--- src/rtl/code_entry_if.sv ---
// rtl/code_entry_if.sv - switch code and enter button in, checked code and status out
interface code_entry_if;
  logic [15:0] code;
  logic        enter_button;
  logic [15:0] code_out;
  logic        code_valid;
  logic        code_error;
  logic [1:0]  err_reason;
  logic        busy;

  modport master (
    output code, enter_button,
    input  code_out, code_valid, code_error, err_reason, busy
  );

  modport slave (
    input  code, enter_button,
    output code_out, code_valid, code_error, err_reason, busy
  );
endinterface

--- src/rtl/code_entry.sv ---
// rtl/code_entry.sv - debounced enter button, code capture and repeated-digit check
// Optional range check of digits > 9 enabled by CODE_BCD_CHECK_EN.
module code_entry #(
  parameter int DEBOUNCE_CYCLES = 500000,
  parameter int CNT_W           = $clog2(DEBOUNCE_CYCLES + 1)
) (
  input  logic        clock,
  input  logic        reset,
  code_entry_if.slave bus
);

  typedef enum logic [1:0] {IDLE, CHECK, REPORT} state_t;

  localparam logic [CNT_W-1:0] CNT_LAST = CNT_W'(DEBOUNCE_CYCLES - 1);
  localparam logic [2:0]       PAIR_LAST = 3'd5;

  logic             sync1_q, sync1_d;
  logic             sync2_q, sync2_d;
  logic             level_q, level_d;
  logic             level_dly_q, level_dly_d;
  logic [CNT_W-1:0] cnt_q, cnt_d;
  state_t           state_q, state_d;
  logic [15:0]      shadow_q, shadow_d;
  logic [2:0]       pair_q, pair_d;
  logic             dup_q, dup_d;
  logic [15:0]      code_out_q, code_out_d;
  logic             code_valid_q, code_valid_d;
  logic             code_error_q, code_error_d;
  logic [1:0]       err_reason_q, err_reason_d;
  logic             busy_q, busy_d;
  logic             press;
  logic [3:0]       dig_a, dig_b;
`ifdef CODE_BCD_CHECK_EN
  logic             bcd_q, bcd_d;
`endif

  // The level only flips after DEBOUNCE_CYCLES consecutive mismatching samples.
  always_comb begin
    sync1_d     = bus.enter_button;
    sync2_d     = sync1_q;
    level_d     = level_q;
    cnt_d       = '0;
    if (sync2_q != level_q) begin
      if (cnt_q == CNT_LAST) begin
        level_d = sync2_q;
      end else begin
        cnt_d = cnt_q + CNT_W'(1);
      end
    end
    level_dly_d = level_q;
    press       = level_q & ~level_dly_q;
  end

  always_comb begin
    dig_a = 4'd0;
    dig_b = 4'd0;
    case (pair_q)
      3'd0:    begin dig_a = shadow_q[15:12]; dig_b = shadow_q[11:8]; end
      3'd1:    begin dig_a = shadow_q[15:12]; dig_b = shadow_q[7:4];  end
      3'd2:    begin dig_a = shadow_q[15:12]; dig_b = shadow_q[3:0];  end
      3'd3:    begin dig_a = shadow_q[11:8];  dig_b = shadow_q[7:4];  end
      3'd4:    begin dig_a = shadow_q[11:8];  dig_b = shadow_q[3:0];  end
      default: begin dig_a = shadow_q[7:4];   dig_b = shadow_q[3:0];  end
    endcase
  end

  always_comb begin
    state_d      = state_q;
    shadow_d     = shadow_q;
    pair_d       = pair_q;
    dup_d        = dup_q;
    code_out_d   = code_out_q;
    code_valid_d = 1'b0;
    code_error_d = 1'b0;
    err_reason_d = 2'd0;
`ifdef CODE_BCD_CHECK_EN
    bcd_d        = bcd_q;
`endif
    case (state_q)
      IDLE: begin
        if (press) begin
          shadow_d = bus.code;
          pair_d   = 3'd0;
          dup_d    = 1'b0;
          state_d  = CHECK;
`ifdef CODE_BCD_CHECK_EN
          bcd_d    = (bus.code[15:12] > 4'd9) || (bus.code[11:8] > 4'd9) ||
                     (bus.code[7:4]   > 4'd9) || (bus.code[3:0]  > 4'd9);
`endif
        end
      end
      CHECK: begin
        dup_d = dup_q | (dig_a == dig_b);
        if (pair_q == PAIR_LAST) begin
          state_d = REPORT;
        end else begin
          pair_d = pair_q + 3'd1;
        end
      end
      REPORT: begin
        state_d = IDLE;
`ifdef CODE_BCD_CHECK_EN
        if (bcd_q) begin
          code_error_d = 1'b1;
          err_reason_d = 2'd2;
        end else
`endif
        if (dup_q) begin
          code_error_d = 1'b1;
          err_reason_d = 2'd1;
        end else begin
          code_valid_d = 1'b1;
          code_out_d   = shadow_q;
        end
      end
      default: state_d = IDLE;
    endcase
    busy_d = (state_d != IDLE);
  end

  always_ff @(posedge clock) begin
    if (reset) begin
      sync1_q      <= 1'b0;
      sync2_q      <= 1'b0;
      level_q      <= 1'b0;
      level_dly_q  <= 1'b0;
      cnt_q        <= '0;
      state_q      <= IDLE;
      shadow_q     <= 16'h0000;
      pair_q       <= 3'd0;
      dup_q        <= 1'b0;
      code_out_q   <= 16'h0000;
      code_valid_q <= 1'b0;
      code_error_q <= 1'b0;
      err_reason_q <= 2'd0;
      busy_q       <= 1'b0;
`ifdef CODE_BCD_CHECK_EN
      bcd_q        <= 1'b0;
`endif
    end else begin
      sync1_q      <= sync1_d;
      sync2_q      <= sync2_d;
      level_q      <= level_d;
      level_dly_q  <= level_dly_d;
      cnt_q        <= cnt_d;
      state_q      <= state_d;
      shadow_q     <= shadow_d;
      pair_q       <= pair_d;
      dup_q        <= dup_d;
      code_out_q   <= code_out_d;
      code_valid_q <= code_valid_d;
      code_error_q <= code_error_d;
      err_reason_q <= err_reason_d;
      busy_q       <= busy_d;
`ifdef CODE_BCD_CHECK_EN
      bcd_q        <= bcd_d;
`endif
    end
  end

  assign bus.code_out   = code_out_q;
  assign bus.code_valid = code_valid_q;
  assign bus.code_error = code_error_q;
  assign bus.err_reason = err_reason_q;
  assign bus.busy       = busy_q;

endmodule

--- src/flat_wrapper.sv ---
// flat-port wrapper written by rule: the top's interface ports become plain ports
module code_entry_flat 
#(
  parameter int DEBOUNCE_CYCLES = 500000,
  parameter int CNT_W           = $clog2(DEBOUNCE_CYCLES + 1)
)
  (clock, reset, bus_code, bus_enter_button, bus_code_out, bus_code_valid, bus_code_error, bus_err_reason, bus_busy);
  code_entry_if bus_i ();
  input  logic clock;
  input  logic reset;
  input wire logic [$bits(bus_i.code)-1:0] bus_code;
  input wire logic [$bits(bus_i.enter_button)-1:0] bus_enter_button;
  output wire logic [$bits(bus_i.code_out)-1:0] bus_code_out;
  output wire logic [$bits(bus_i.code_valid)-1:0] bus_code_valid;
  output wire logic [$bits(bus_i.code_error)-1:0] bus_code_error;
  output wire logic [$bits(bus_i.err_reason)-1:0] bus_err_reason;
  output wire logic [$bits(bus_i.busy)-1:0] bus_busy;
  assign bus_i.code = bus_code;
  assign bus_i.enter_button = bus_enter_button;
  assign bus_code_out = bus_i.code_out;
  assign bus_code_valid = bus_i.code_valid;
  assign bus_code_error = bus_i.code_error;
  assign bus_err_reason = bus_i.err_reason;
  assign bus_busy = bus_i.busy;
  code_entry #(.DEBOUNCE_CYCLES(DEBOUNCE_CYCLES), .CNT_W(CNT_W)) u_core (.clock(clock), .reset(reset), .bus(bus_i));
endmodule
--- config.mk ---
export PLATFORM = sky130hd
export DESIGN_NAME = code_entry_flat
export DESIGN_NICKNAME = d
export VERILOG_FILES = /design/src/rtl/code_entry_if.sv /design/src/rtl/code_entry.sv /design/src/flat_wrapper.sv
export SDC_FILE = /design/constraint.sdc
export NUM_CORES = 1
export LEC_CHECK = 0
export BUFFER_PORTS_ARGS = -buffer_cell sky130_fd_sc_hd__buf_4
export CELL_PAD_IN_SITES_DETAIL_PLACEMENT = 1
export CELL_PAD_IN_SITES_GLOBAL_PLACEMENT = 2
export CORE_ASPECT_RATIO = 1.5
export CORE_MARGIN = 4
export CORE_UTILIZATION = 36
export DETAILED_ROUTE_END_ITERATION = 10
export GPL_TIMING_DRIVEN = 0
export PLACE_DENSITY_LB_ADDON = 0.12
export RECOVER_POWER = 100
export SYNTH_ARGS = -nofsm -noshare
export SYNTH_HDL_FRONTEND = slang
export SYNTH_SLANG_ARGS = --single-unit
--- constraint.sdc ---
create_clock -name clock -period 4.7 [get_ports clock]
set_input_delay 0.705 -clock clock [delete_from_list [all_inputs] [get_ports clock]]
set_output_delay 0.705 -clock clock [all_outputs]
set_load 0.005 [all_outputs]
==> results of run 1 <==
[how the worst max path moves through the flow]
stage / start / endpoint / slack (ns) / cells past startpoint
after detailed placement: u_core.cnt_q[0] / u_core.cnt_q[14] / 2.50 / 8
after global placement: u_core.cnt_q[0] / u_core.cnt_q[13] / 2.52 / 8
after floorplan: u_core.pair_q[0] / u_core.dup_q / 2.80 / 8
after CTS: u_core.cnt_q[0] / u_core.cnt_q[14] / 2.49 / 8
after global routing: u_core.cnt_q[0] / u_core.cnt_q[15] / 1.98 / 8
final: u_core.cnt_q[0] / u_core.cnt_q[14] / 2.19 / 8
[cells in the final DEF, fill, tap and decap left out, types with 2 or more instances in the layout]
| master | synthesis | layout |
|---|---|---|
| xor2_1 | 10 | 10 |
| inv_2 | 2 | 2 |
| nor2_1 | 32 | 32 |
| dfxtp_1 | 64 | 64 |
| buf_4 | 2 | 19 |
| inv_1 | 4 | 4 |
| nor4_1 | 2 | 2 |
| nand2_1 | 73 | 73 |
| nand2b_1 | 2 | 2 |
| nor2b_1 | 9 | 9 |
| a21oi_1 | 36 | 36 |
| nand4_1 | 2 | 2 |
| xnor2_1 | 12 | 12 |
| clkbuf_4 | 0 | 18 |
| clkbuf_1 | 11 | 16 |
| a221oi_1 | 4 | 4 |
| mux2i_1 | 3 | 3 |
| ha_1 | 6 | 6 |
| nand3_1 | 6 | 6 |
| nor3_1 | 3 | 3 |
| nor4b_1 | 1 | 2 |
| clkbuf_8 | 0 | 11 |
| a222oi_1 | 4 | 4 |
[power by group]
group	internal (W)	total, W	switching, W
combinational	0.0000115	0.0000225	0.0000110
sequential	0.000543	0.000544	0.000000585
clock	0.000211	0.000402	0.000192
[layer usage]
metal / wire (µm) / global-route usage / vias up / part of all wire
met5: 0 / 0 / - / 0
met4: 151 / 0.0782 / 0 / 0.023
met3: 175 / 0.0292 / 10 / 0.027
met2: 3680 / 0.297 / 32 / 0.56
met1: 2570 / 0.164 / 1024 / 0.39
li1: - / - / 1135 / -
[worst reg2reg max path: stages (launching register included)]
cell and delay, ns:
dfxtp_1 0.39, ha_1 0.23, and4_1 0.29, nand3_1 0.10, nor3_1 0.36, or2_1 0.16, clkbuf_1 0.33, clkbuf_1 0.42
nor2_1 0.11
[state kept, by name, indices dropped and copies added, names as in the netlist, 2 cells and up]
register,count
u_core.cnt_q,19
u_core.bus.code_out,16
u_core.shadow_q,16
u_core.pair_q,3
u_core.state_q,2
[layout make-up]
| class | instances | share of cell area |
|---|---|---|
| buffer | 15 | 0.0199 |
| clock buffer | 12 | 0.0484 |
| clock inverter | 1 | 0.00156 |
| inverter | 7 | 0.00819 |
| multi-input combinational | 227 | 0.399 |
| sequential | 64 | 0.399 |
| tap | 100 | 0.0390 |
| timing repair buffer | 37 | 0.0842 |
[cell families after synthesis]
kind of cell / Yosys count / synth area share
AND/OR/NAND/NOR: 145 / 0.258
flip-flops: 64 / 0.481
AO/OA/AOI/OAI: 50 / 0.114
XOR/XNOR: 22 / 0.0723
buffers and inverters: 22 / 0.0347
adder cells (fa/ha/maj): 6 / 0.0282
multiplexers: 3 / 0.0113
other: 1 / 0.00141
[per-stage QoR]
step                      area [µm²]  setup slack, ns  power, W
after CTS                       3230             2.49  0.000985
after detailed placement        3070             2.50  0.000579
after global placement          3070             2.52  0.000579
after floorplan                 2670             2.80  0.000565
final                           3210             2.19  0.000969
after global routing            3210             1.98   0.00101
==> implementation parameters, run 1 <==
Parameter                              Value

Clock tree
  Root Buffer Master    clkbuf_8
  CTS tree    done
  Clock buffer count from CTS    9
  Post-CTS Hold Buffers    0
  Number of sinks on the clock net    64
  Clock-pin slew of the registers on the worst-case setup and hold paths    0.06 ns
  Clk Latency, worst-skew pair    0.33 ns
  CTS resizes    0
  Buffer levels on the longest clock path    2
  Buffers inserted during post-CTS setup optimization    0
  CTS H-tree depth    3

Finish
  Area used by multi-input combinational logic    1280 µm²
  Filler cells    889
  Share of final-layout standard cells stronger than drive strength 1    0.160
  Non-filler cells in the finished layout    463
  Number of antenna repair diodes    0
  Nets    386
  Final design utilization    0.444
  Total area of sequential cells    1280 µm²
  Area added between synthesis and finish    20.3%

Timing
  Final min period    2.51 ns
  Slew Limit Headroom    0.0769
  Max-slew violation total from the final report    0
  Setup TNS    0 ns
  Final setup fails    0
  Final clock skew    0.00554 ns
  Hold slack    0.445 ns
  RSZ-0062 raised after global routing    no
  Count of final hold-check violations    0
  Least-Margin Pin Slew    1.37 ns
  Tcrit/Tclk final    0.534
  Achievable Freq    398 MHz

Setup path
  Path type of the worst setup path    reg2reg
  Slowest Stage Delay on Critical Path    0.42 ns
  Maximum fanout encountered on the critical timing path    10
  Crit path max-delay cell type    clkbuf_1
  Kind of cell with the highest combined delay on the critical path    simple AND/OR/NAND/NOR gates
  Buf/Inv on CP    2
  Launch instance of the worst register-to-register path    u_core.cnt_q[0]
  Setup slack of the most critical reg-to-reg path    2.19 ns
  Critical Path Source Type    register
  Most frequent CP cell    clkbuf_1
  RR Endpoint    u_core.cnt_q[14]
  Data required time of the worst path    4.90 ns
  CP arrival    2.71 ns
  Register-to-Register Path Depth    8
  Sequence of cells on the critical path    ha_1 -> and4_1 -> nand3_1 -> nor3_1 -> or2_1 -> clkbuf_1 -> clkbuf_1 -> nor2_1
  Kind of end point of the critical path    register

Routing
  Via count of the routed design    2,201
  Routed wire per std cell    14.2 µm
  Routed wire length    6.58 mm
  DRC violation total after the first TritonRoute iteration    63
  Final ANT Viol Nets    0
  Count of unresolved DRC violations after routing    0
  Drt first pass iters    4
  Vias per inst    4.75

GRT
  Global-route wire length before repair    10.7 mm
  Overall global routing resource usage    0.157
  Total gr overflow    0
  Largest net degree at the start of global routing    11
  Initial antenna violation count    0
  Vias in the first global route    2,206

Synth
  Number of flops mapped to enable cells by yosys    0
  Yosys reg bits    64
  Fraction of the yosys area taken by sequential cells    0.481
  Most frequently used flop master after synthesis    dfxtp_1
  Share of synthesized registers carrying an async set or reset    0
  Post-synthesis cell type with the largest combined area    dfxtp_1
  Mapped Cells    313
  Number of warnings issued by yosys    0
  Mapped cell area    2670 µm²
  Top cells by area in the synthesized netlist    dfxtp_1, nand2_1, a21oi_1
  Avg Synthesized Cell Area    8.52 µm²
  Cell variety after synth    44
  Area share of the leading cell type in the synthesized netlist    0.481
  Most frequent cell after synthesis    nand2_1
  Synthesized netlist net count    338
  Synth cell count leaders    nand2_1, dfxtp_1, a21oi_1

Floorplanning
  I/O pin count    40
  FP Rows    38
  Effective utilization at floorplan    0.369
  Y dimension of the die    113 µm
  DIE AREA    8880 µm²
  Overall die width    78.3 µm
  Core Footprint    7230 µm²

Outcome
  Run status    finished clean

Min path
  Source of the worst hold timing path    u_core.sync1_q
  Worst hold path type    reg2reg
  Destination of the worst hold path    u_core.sync2_q
  Hold Crit Depth    1

Placed design
  Routability congestion estimate from global placement    0.758
  Placed Cells incl. Taps    450
  Buffers on Ports    37
  Final HPWL DP    5.20 mm

Power
  Worst VDD drop    0.000139 V
  Static Leakage    1.11 nW
  PD cells    302 nW/µm²

Run
  Max Cap Viol    0
Note: power is estimated with default switching activity, not from simulation.
==> run 2, diff against run 1 <==
--- a/config.mk
+++ b/config.mk
@@ -10,7 +10,7 @@
 export CELL_PAD_IN_SITES_GLOBAL_PLACEMENT = 2
 export CORE_ASPECT_RATIO = 1.5
 export CORE_MARGIN = 4
-export CORE_UTILIZATION = 36
+export CORE_UTILIZATION = 33
 export DETAILED_ROUTE_END_ITERATION = 10
 export GPL_TIMING_DRIVEN = 0
 export PLACE_DENSITY_LB_ADDON = 0.12
==> constraint.sdc (replaced) <==
create_clock -name clock -period 2.6 [get_ports clock]
set_input_delay 0.39 -clock clock [delete_from_list [all_inputs] [get_ports clock]]
set_output_delay 0.39 -clock clock [all_outputs]
set_load 0.005 [all_outputs]
==> run 2 against run 1 <==
  * Design area grew 4.9%
  * Largest power group is now the clock network
  * Power grew 130%
  * Clock skew is essentially flat
  * Final cell count grew 1.1%
  * Worst hold slack lost 0.16 ns
  * Non-clock buffer count is the same
  * Combinational power grew 87%
  * First-iteration DRC count grew 9.5%
  * Die area grew 8.3%
  * Critical path depth is the same
  * Wire length grew 4.0%
  * Sequential share of layout area shrank 1.9 points
==> implementation parameters, run 2 (synthesis gave the netlist of run 1 again) <==
Parameter                              Value

Outcome
  Run status    finished clean

Timing
  Achievable Freq    451 MHz (+13%)
  Setup TNS    0 ns (unchanged)
  Hold slack    0.281 ns (-0.164 ns)
  Final clock skew    0.00543 ns (-0.000115 ns)
  Max-slew violation total from the final report    0 (unchanged)
  Count of final hold-check violations    0 (unchanged)
  Final min period    2.22 ns (-0.290 ns)
  Tcrit/Tclk final    0.854 (+0.320)
  RSZ-0062 raised after global routing    no
  Least-Margin Pin Slew    0.887 ns (-0.478 ns)
  Slew Limit Headroom    0.407 (+0.330)
  Final setup fails    0 (unchanged)

Setup path
  Crit path max-delay cell type    dfxtp_1
  Kind of end point of the critical path    register
  Slowest Stage Delay on Critical Path    0.37 ns (-0.05 ns)
  Number of gates on the worst path with buffers counted    8 (unchanged)
  Maximum fanout encountered on the critical timing path    10 (unchanged)
  Setup slack of the most critical reg-to-reg path    0.38 ns (-1.81 ns)
  Register-to-Register Path Depth    8 (unchanged)
  CP arrival    2.43 ns (-0.28 ns)
  Kind of cell with the highest combined delay on the critical path    simple AND/OR/NAND/NOR gates
  Buf/Inv on CP    2 (unchanged)
  Sequence of cells on the critical path    ha_1 -> and4_1 -> nand3_1 -> nor3_1 -> or2_1 -> clkbuf_1 -> clkbuf_2 -> nor2_1
  Data required time of the worst path    2.81 ns (-2.09 ns)
  Path type of the worst setup path    reg2reg
  Critical Path Source Type    register

Power
  PD cells    659 nW/µm² (+120%)
  Worst VDD drop    0.000380 V (+170%)
  Static Leakage    1.19 nW (+7.0%)

Floorplanning
  Core Footprint    7760 µm² (+7.4%)
  FP Rows    39 (+2.6%)
  I/O pin count    40 (unchanged)
  Y dimension of the die    118 µm (+4.1%)
  Overall die width    81.4 µm (+4.0%)
  Effective utilization at floorplan    0.344 (-0.0253)
  DIE AREA    9610 µm² (+8.3%)

Routing
  Routed wire length    6.84 mm (+4.0%)
  Final ANT Viol Nets    0 (unchanged)
  Vias per inst    4.86 (+2.2%)
  Via count of the routed design    2,274 (+3.3%)
  Routed wire per std cell    14.6 µm (+2.9%)
  Count of unresolved DRC violations after routing    0 (unchanged)
  DRC violation total after the first TritonRoute iteration    69 (+9.5%)
  Drt first pass iters    4 (unchanged)

Finish
  Reg with most FFs    u_core.cnt_q
  Number of antenna repair diodes    0 (unchanged)
  Most common cell after layout, fill and taps aside    nand2_1
  Highest-count cells in the layout ignoring fill and taps    nand2_1, dfxtp_1, a21oi_1
  Share of final-layout standard cells stronger than drive strength 1    0.175 (+0.0151)
  Nets    386 (unchanged)
  Area added between synthesis and finish    26.2%
  Largest register FFs    19 (unchanged)

GRT
  Global-route wire length before repair    11.9 mm (+11%)
  Initial antenna violation count    0 (unchanged)
  Vias in the first global route    2,431 (+10%)
  Largest net degree at the start of global routing    11 (unchanged)
  Overall global routing resource usage    0.165 (+0.00789)
  Total gr overflow    0 (unchanged)

Clock tree
  Buffers inserted during post-CTS setup optimization    0 (unchanged)
  CTS H-tree depth    3 (unchanged)
  Clk Latency, worst-skew pair    0.33 ns (about the same)
  Clock-pin slew of the registers on the worst-case setup and hold paths    0.05 ns (about the same)
  Root Buffer Master    clkbuf_16
  Buffer levels on the longest clock path    2 (unchanged)
  Clock buffer count from CTS    9 (unchanged)
  Number of sinks on the clock net    64 (unchanged)
  Post-CTS Hold Buffers    0 (unchanged)
  CTS tree    done
  CTS resizes    0 (unchanged)

Placed design
  Buffers on Ports    37 (unchanged)
  Final HPWL DP    5.29 mm (+1.8%)
  Routability congestion estimate from global placement    0.828 (+9.3%)

Min path
  Worst hold path type    in2reg
  Hold Crit Depth    2 (+1)

Run
  Max Cap Viol    0 (unchanged)
run 2: cell types whose count changed in the layout (fill, tap and decap cells not counted), sizes merged:
cell | previous run | this run
clkbuf | 45 | 46
bufinv | 0 | 1
clkinv | 2 | 3
run 2: stage by stage:
step	power (W)	instance area [µm²]	setup WS (ns)	utilization	instances
2_1_floorplan	0.00102	2670	0.699	-	313
3_3_place_gp	0.00105	3070	0.494	0.396	452
3_5_place_dp	0.00105	3070	0.456	0.396	452
4_1_cts	0.00226	3370	0.430	0.435	468
5_1_grt	0.00232	3370	0.192	0.434	468
6_report	0.00222	3370	0.380	0.434	468
run 2: path summary, 6_finish.rpt:
path	start	endpoint
setup / recovery	u_core.cnt_q[0]	u_core.cnt_q[13]
setup reg to reg	u_core.cnt_q[0]	u_core.cnt_q[13]
hold / removal	bus_enter_button	u_core.sync1_q
hold reg to reg	u_core.sync1_q	u_core.sync2_q
run 2: layout make-up:
cell class,instances,area [µm²]
clock inverters,3,40.0
clock buffers,13,260
plain buffers,15,65.1
repair buffers,37,278
well taps,102,128
fillers,909,4390
flip-flops and latches,64,1280
inverters,7,26.3
multi-input cells,227,1290
run 2: per-layer routing:
metal | track usage | routed length (µm) | up-vias
li1 | - | - | 1145
met1 | 0.175 | 2650 | 1083
met2 | 0.294 | 3810 | 36
met3 | 0.0505 | 238 | 10
met4 | 0.0666 | 134 | 0
met5 | 0 | 0 | -
run 2: power by group:
part           leakage [nW]  total (W)  switching (W)  internal, W
clock                 0.150    0.00119       0.000402     0.000790
combinational         0.520  0.0000421      0.0000212    0.0000209
sequential            0.516   0.000985    0.000000973     0.000984
total                  1.19    0.00222       0.000424      0.00180
run 2: worst register-to-register path: cells and delay by family, from the launching register on:
kind,cells,cell delay (ns)
AND/OR/NAND/NOR,5,0.90
buffers and inverters,2,0.62
flip-flops,1,0.37
adder cells (fa/ha/maj),1,0.22
